--- src/rtl/lvdc_pio_pkg.sv ---
// rtl/lvdc_pio_pkg.sv - shared types and constants for the LVDC PIO sequencer
// Contents:
//   phase_t : bit-time phase slots W, X, Y, Z
//   state_t : sequencer FSM states
//   LVDC_WORD_BITS / LVDC_ADDR_BITS : default word and address widths
package lvdc_pio_pkg;

  localparam int LVDC_WORD_BITS = 26;
  localparam int LVDC_ADDR_BITS = 9;

  typedef enum logic [1:0] {
    PH_W,
    PH_X,
    PH_Y,
    PH_Z
  } phase_t;

  // Prefixed so the state names cannot collide with the top-level ADDR and
  // DONE ports once the package is wildcard-imported.
  typedef enum logic [2:0] {
    S_IDLE,
    S_WAITW,
    S_ADDR,
    S_XFER,
    S_DONE
  } state_t;

endpackage

--- src/rtl/lvdc_phase_gen.sv ---
// rtl/lvdc_phase_gen.sv - W/X/Y/Z bit-time phase generator with halt freeze
// Ports:
//   clk, rst        : clock, asynchronous active-high reset
//   halt_req        : HALTV from the LVDA, only acted on at the end of Z
//   wda/xda/yda/zda : one-hot phases, all low in reset, before start and while halted
//   last_y          : high on the final clock of Y
//   last_z          : high on the clock whose edge starts the next W
//                     (end of Z without halt, or the resuming clock of a halt)
module lvdc_phase_gen
  import lvdc_pio_pkg::*;
#(
  parameter int PHASE_CLKS = 1
) (
  input  logic clk,
  input  logic rst,
  input  logic halt_req,
  output logic wda,
  output logic xda,
  output logic yda,
  output logic zda,
  output logic last_y,
  output logic last_z
);

  localparam int DW = (PHASE_CLKS > 1) ? $clog2(PHASE_CLKS) : 1;
  localparam logic [DW-1:0] DIV_LAST = DW'(PHASE_CLKS - 1);

  phase_t     phase;
  logic [DW-1:0] div;
  logic       running;  // clear in reset so the first edge afterwards raises W
  logic       halted;
  logic       active;
  logic       slot_end;
  logic       z_end;

  assign active   = running && !halted;
  assign slot_end = active && (div == DIV_LAST);
  assign z_end    = slot_end && (phase == PH_Z);
  assign last_y   = slot_end && (phase == PH_Y);
  // The bit-time boundary is deferred across a halt, so everything keyed on
  // last_z slips by exactly the number of halted clocks.
  assign last_z   = (z_end || halted) && !halt_req;

  assign wda = active && (phase == PH_W);
  assign xda = active && (phase == PH_X);
  assign yda = active && (phase == PH_Y);
  assign zda = active && (phase == PH_Z);

  always_ff @(posedge clk or posedge rst) begin
    if (rst) begin
      phase   <= PH_W;
      div     <= '0;
      running <= 1'b0;
      halted  <= 1'b0;
    end else if (!running) begin
      running <= 1'b1;
    end else if (halted) begin
      if (!halt_req) halted <= 1'b0;
    end else if (slot_end) begin
      div   <= '0;
      phase <= phase_t'(phase + 2'd1);
      if (z_end && halt_req) halted <= 1'b1;
    end else begin
      div <= div + 1'b1;
    end
  end

endmodule

--- src/rtl/lvdc_pio_sequencer.sv ---
// rtl/lvdc_pio_sequencer.sv - LVDC process-I/O read sequencer feeding the LVDA
// Ports:
//   SIM_CLK, SIM_RST : clock, asynchronous active-high reset
//   REQ, ADDR        : read request and PIO address, sampled in IDLE
//   BUSY, DONE       : transfer in progress / one-clock completion pulse
//   RDATA            : assembled serial word, held until the next request
//   WDA..ZDA         : bit-time phases to the LVDA
//   AV, PIOV         : PIO address and strobe to the LVDA
//   DATAV, HALTV     : serial data and halt request from the LVDA
module lvdc_pio_sequencer
  import lvdc_pio_pkg::*;
#(
  parameter int WORD_BITS  = LVDC_WORD_BITS,
  parameter int ADDR_BITS  = LVDC_ADDR_BITS,
  parameter int PHASE_CLKS = 1
) (
  input  logic                 SIM_CLK,
  input  logic                 SIM_RST,
  input  logic                 REQ,
  input  logic [ADDR_BITS-1:0] ADDR,
  output logic                 BUSY,
  output logic                 DONE,
  output logic [WORD_BITS-1:0] RDATA,
  output logic                 WDA,
  output logic                 XDA,
  output logic                 YDA,
  output logic                 ZDA,
  output logic [ADDR_BITS-1:0] AV,
  output logic                 PIOV,
  input  logic                 DATAV,
  input  logic                 HALTV
);

  localparam int CW = (WORD_BITS > 1) ? $clog2(WORD_BITS) : 1;
  localparam logic [CW-1:0] BIT_LAST = CW'(WORD_BITS - 1);

  state_t               state;
  state_t               state_next;
  logic [ADDR_BITS-1:0] addr_q;
  logic [WORD_BITS-1:0] shift_q;
  logic [CW-1:0]        bit_cnt;
  logic                 last_y;
  logic                 last_z;

  lvdc_phase_gen #(
    .PHASE_CLKS(PHASE_CLKS)
  ) u_phase_gen (
    .clk     (SIM_CLK),
    .rst     (SIM_RST),
    .halt_req(HALTV),
    .wda     (WDA),
    .xda     (XDA),
    .yda     (YDA),
    .zda     (ZDA),
    .last_y  (last_y),
    .last_z  (last_z)
  );

  always_comb begin
    state_next = state;
    case (state)
      // A request landing on a bit-time boundary skips WAITW so ADDR starts
      // with the W that begins on that same edge.
      S_IDLE:  if (REQ) state_next = last_z ? S_ADDR : S_WAITW;
      S_WAITW: if (last_z) state_next = S_ADDR;
      S_ADDR:  if (last_z) state_next = S_XFER;
      S_XFER:  if (last_z && (bit_cnt == BIT_LAST)) state_next = S_DONE;
      S_DONE:  state_next = S_IDLE;
      default: state_next = S_IDLE;
    endcase
  end

  always_ff @(posedge SIM_CLK or posedge SIM_RST) begin
    if (SIM_RST) begin
      state   <= S_IDLE;
      addr_q  <= '0;
      shift_q <= '0;
      bit_cnt <= '0;
    end else begin
      state <= state_next;
      if (state == S_IDLE && REQ) begin
        addr_q  <= ADDR;
        shift_q <= '0;
        bit_cnt <= '0;
      end
      if (state == S_XFER) begin
        if (last_y) shift_q <= {shift_q[WORD_BITS-2:0], DATAV};
        if (last_z && (bit_cnt != BIT_LAST)) bit_cnt <= bit_cnt + 1'b1;
      end
    end
  end

  assign BUSY  = (state != S_IDLE);
  assign DONE  = (state == S_DONE);
  assign PIOV  = (state == S_XFER);
  assign AV    = (state == S_ADDR || state == S_XFER) ? addr_q : '0;
  assign RDATA = shift_q;

endmodule

--- config.mk ---
export PLATFORM = sky130hd
export DESIGN_NAME = lvdc_pio_sequencer
export DESIGN_NICKNAME = d
export VERILOG_FILES = /design/src/rtl/lvdc_pio_pkg.sv /design/src/rtl/lvdc_phase_gen.sv /design/src/rtl/lvdc_pio_sequencer.sv
export SDC_FILE = /design/constraint.sdc
export NUM_CORES = 1
export LEC_CHECK = 0
export ABC_AREA = 1
export ABC_CLOCK_PERIOD_IN_PS = 1250
export CAP_MARGIN = 20
export CORE_MARGIN = 2
export CORE_UTILIZATION = 46
export DETAILED_ROUTE_END_ITERATION = 10
export PLACE_DENSITY = 0.76
export SETUP_SLACK_MARGIN = 0.1
export SLEW_MARGIN = 20
export SYNTH_ARGS = -nofsm -noshare
export SYNTH_HDL_FRONTEND = slang
export SYNTH_SLANG_ARGS = --single-unit
--- constraint.sdc ---
create_clock -name SIM_CLK -period 1.25 [get_ports SIM_CLK]
set_input_delay 0.125 -clock SIM_CLK [delete_from_list [all_inputs] [get_ports SIM_CLK]]
set_output_delay 0.125 -clock SIM_CLK [all_outputs]
set_load 0.01 [all_outputs]
==> summary.md <==
The checks that failed: negative setup slack. The total overflow reported by the global router is 0, and the per-cell routed wire length is 13.07 µm. The logs give 0 for the number of hold-slack violations in the final timing report and 27 for the placement row count. The logs give 24 for the maximum number of pins on one net before global-route repair and -0.2022 ns for the worst setup margin. Total power for the finished layout comes to 6.713 mW. The average instance in the mapped netlist occupies 9.597 µm². For the final count of pins violating max slew, the log shows 0. For the number of global-route vias before repair, the log shows 2,143. The tools report the clock root buffer as sky130_fd_sc_hd__clkbuf_8. After detailed routing, the total wire length is 6065 µm. STA classifies the critical path startpoint as a flop. The slack of the worst reg-to-reg path is -0.20 ns.

Global routing usage on met3: 0.04432. By area, the combinational part of the netlist is dominated by simple AND/OR/NAND/NOR gates. The number of buffers on the longest clock path was 2; the portion of the clock cycle consumed by the worst path in the final layout was 1.162. Number of design-rule violations left by the first detailed-router iteration: 70. TritonCTS built the clock tree. The starting density of the core is 0.4735.

The count of buffers added on input and output ports is 55. The worst register-to-register path begins at state[1]$_DFFE_PP0P_. The share of synthesized area spent on multiplexers was 0.

The smallest clock period supported by the final layout is computed as 1.452 ns. The worst setup path is of the flop to flop kind. The met1 layer usage reported by global route is 0.2454. The share of layout cells above drive strength 1 works out to 0.5459. For the wire length of the first global-routing pass, the log shows 9811 µm. Warning count from the yosys run: 0.

The tools report the synthesized instance count as 270. The x dimension of the die is 79.06 µm, and the number of antenna violations at the first check in global routing is 0. The post-synthesis instance area is 2591 µm², and the power per unit of standard cell area is 1616 nW/µm². The flow ran to the end, but the final reports show violations. The logs give 5 for the number of clock buffers inserted by TritonCTS and 4155 µm² for the cell area after layout. The congestion estimate from routability-driven global placement came to 0.7588. The total number of vias is 2,144, and the post-synthesis register bit count is 48. The number of different library cells used by synthesis comes to 26. For this run, the slowest stage of the critical path takes 0.39 ns.

The area growth from synthesis to final layout came out at 60.36%. Of all nets on the critical path, the largest fanout is 9. Sequential fraction of the synthesis area: 0.4635. After detailed placement, the total cell area comes to 3455 µm². The number of placed instances, taps included, is 417.

The worst hold path belongs to the class input pin to asynchronous set/reset pin. The number of standard cells in the final layout excluding fillers is 464, and the worst path required time is 1.44 ns. VDD sags by at most 0.001444 V.

The post-synthesis adder-cell area fraction works out to 0.02897. Walking the worst path, the cells encountered are buf_6 > nor2_4 > inv_2 > nor2_4 > nand2_4 > buf_12 > nand2_4 > inv_2 > nand2_1 > o21ai_1. The xor and xnor fraction of the mapped netlist area came out at 0.01352. The floorplan step set the die height to 79.06 µm.

Clock skew on the completed layout was measured at 0.008085 ns. In this run the remaining antenna-violating nets after routing total 0. For the half-perimeter wire length of the detailed placement result, the log shows 3643 µm.

Using the TritonRoute via totals, the vias-per-cell ratio works out to 4.621. At the later pin of the worst-skew pair, clock insertion delay measures 0.30 ns. The die outline area was 6250 µm².

The highest-utilization routing layer at the global route stage was met2. On the critical path, the stage with the largest delay is an instance of sky130_fd_sc_hd__dfrtp_1. Setup repair after global routing could not meet its margin everywhere. Endpoint of the most critical register-to-register path: bit_cnt[4]$_DFF_PP0_. The H-tree generated during clock tree synthesis spans 2 levels. The run gives 1.64 ns as the data arrival time of the critical path.

For this run, design rule violations remaining after detail routing come to 0. Setup violations remaining at the end of the flow were counted as 59. The number of inserted filler cells in the final layout is 400. After clock tree synthesis, the clock-pin slew on the worst setup and hold paths is 0.09 ns. 0 antenna diodes ended up in the layout. The global routing usage on met2 is 0.3458, and the maximum frequency from static timing analysis is 0.6886 GHz. The fraction of the mapped netlist area in compound gates came out at 0.1280. Number of nets produced by synthesis: 290. The critical path endpoint category is a flop.

56 I/O pins were placed. The leakage power of the design was 1.952 nW. The area fraction in and, or, nand and nor cells after synthesis was 0.2458; the final net count was 411.

In this run the standard cell core region covers 5473 µm². The global-route usage over all layers was 0.2013; the logic depth of the worst register-to-register path was 10. Counting every sink on the clock net gives 48. The tools report the detailed-routing iteration count for the pre-antenna-repair pass as 4.

Max-cap violations in this run came to 0.
-- layout make-up --
cell class,count,area (µm²),share of cell area
timing repair inverter,1,6.256,0.001506
inverter,57,227.7,0.05480
clock buffer,7,86.33,0.02078
multi-input combinational,155,1359,0.3270
tap,72,90.09,0.02168
sequential,48,1204,0.2897
timing repair buffer,123,1175,0.2827
clock inverter,1,7.507,0.001807
-- sequential cells by signal (all words and copies together) (netlist names) --
name,count
bit_cnt,5
u_phase_gen.halted,1
addr_q,9
RDATA,26
u_phase_gen.div,1
u_phase_gen.running,1
state,3
u_phase_gen.phase,2
-- worst max-delay path by stage --
stage / to / from
after CTS: state[0]$_DFFE_PP0P_ / bit_cnt[1]$_DFF_PP0_
after detailed placement: AV[5] / state[2]$_DFFE_PP0P_
final: bit_cnt[4]$_DFF_PP0_ / state[1]$_DFFE_PP0P_
after floorplan: state[0]$_DFFE_PP0P_ / bit_cnt[1]$_DFF_PP0_
after global routing: bit_cnt[1]$_DFF_PP0_ / bit_cnt[1]$_DFF_PP0_
after global placement: AV[8] / state[2]$_DFFE_PP0P_
-- cell families after synthesis --
kind of cell    after synthesis
fa+ha+maj                     6
flops                        48
xor+xnor                      4
compound gates               40
other cells                   1
simple gates                104
buf+inv                      67
-- critical path: cells and delay by family, from the launching register on --
family / cells / cell delay (ns)
buffers and inverters: 4 / 0.41
flip-flops: 1 / 0.39
AO/OA/AOI/OAI: 1 / 0.07
AND/OR/NAND/NOR: 5 / 0.49
-- metal layers --
| layer | vias to the layer above | share of wire |
|---|---|---|
| li1 | 1080 | - |
| met1 | 1009 | 0.41 |
| met2 | 47 | 0.53 |
| met3 | 8 | 0.043 |
| met4 | 0 | 0.016 |
| met5 | - | 0 |
-- synthesized netlist by cell type, drive strengths merged --
library cell / number / area [µm²]
a21oi: 12 / 93.84
buf: 10 / 93.84
dfrtp: 48 / 1201
nand3b: 2 / 15.01
clkinv: 1 / 3.750
nand3: 40 / 332.8
conb: 1 / 3.750
xor2: 3 / 26.28
ha: 6 / 75.07
xnor2: 1 / 8.760
nor3b: 1 / 12.51
nor2: 35 / 166.4
inv: 56 / 210.2
o21ai: 28 / 237.7
nand2: 25 / 103.9
nand4: 1 / 6.260
-- where the power goes --
group / switching, mW / internal, mW
clock: 0.510 / 0.450
combinational: 2.00 / 1.79
sequential: 0.152 / 1.81
total: 2.66 / 4.05
-- cell usage in the layout, fill, tap and decap left out, types with 2 or more instances in the layout --
cell type                          n
sky130_fd_sc_hd__buf_4            49
sky130_fd_sc_hd__inv_1            47
sky130_fd_sc_hd__dfrtp_1          46
sky130_fd_sc_hd__nand3_2          29
sky130_fd_sc_hd__o21ai_2          26
sky130_fd_sc_hd__nor2_4           20
sky130_fd_sc_hd__nand2_1          17
sky130_fd_sc_hd__buf_6            17
sky130_fd_sc_hd__dlygate4sd2_1    14
sky130_fd_sc_hd__clkdlybuf4s50_1  13
sky130_fd_sc_hd__a21oi_2          11
sky130_fd_sc_hd__clkdlybuf4s15_1  11
sky130_fd_sc_hd__nor2_1            9
sky130_fd_sc_hd__buf_2             9
sky130_fd_sc_hd__nand3_1           7
sky130_fd_sc_hd__inv_2             6
sky130_fd_sc_hd__nor2_2            6
sky130_fd_sc_hd__clkbuf_8          6
sky130_fd_sc_hd__buf_12            6
sky130_fd_sc_hd__nand2_4           4
sky130_fd_sc_hd__nand2_2           4
sky130_fd_sc_hd__nand3_4           4
sky130_fd_sc_hd__inv_4             3
sky130_fd_sc_hd__xor2_1            3
sky130_fd_sc_hd__ha_4              3
sky130_fd_sc_hd__buf_16            3
sky130_fd_sc_hd__nand3b_1          2
sky130_fd_sc_hd__clkinvlp_4        2
sky130_fd_sc_hd__ha_1              2
sky130_fd_sc_hd__dfrtp_2           2
-- repair_timing --
item                                    in CTS  in global routing
pin swaps                                   10                 10
hold buffers                                 0                  0
setup buffers                               19                 17
cloned                                       5                  0
endpoints found under the setup margin      85                 81
resized for setup                          129                 68
-- through the flow --
step	hold WS [ns]	utilization	setup slack [ns]	setup TNS (ns)
CTS	0.09751	0.7000	-0.2148	-8.641
global placement	0.4225	0.6312	-0.2588	-7.653
finish	0.09926	0.7593	-0.2022	-8.267
detailed placement	0.4263	0.6312	-0.2977	-9.176
global route	0.1010	0.7593	-0.3002	-12.68
floorplan	0.1547	-	-0.1061	-1.641
(Power assumes the default switching activity.)
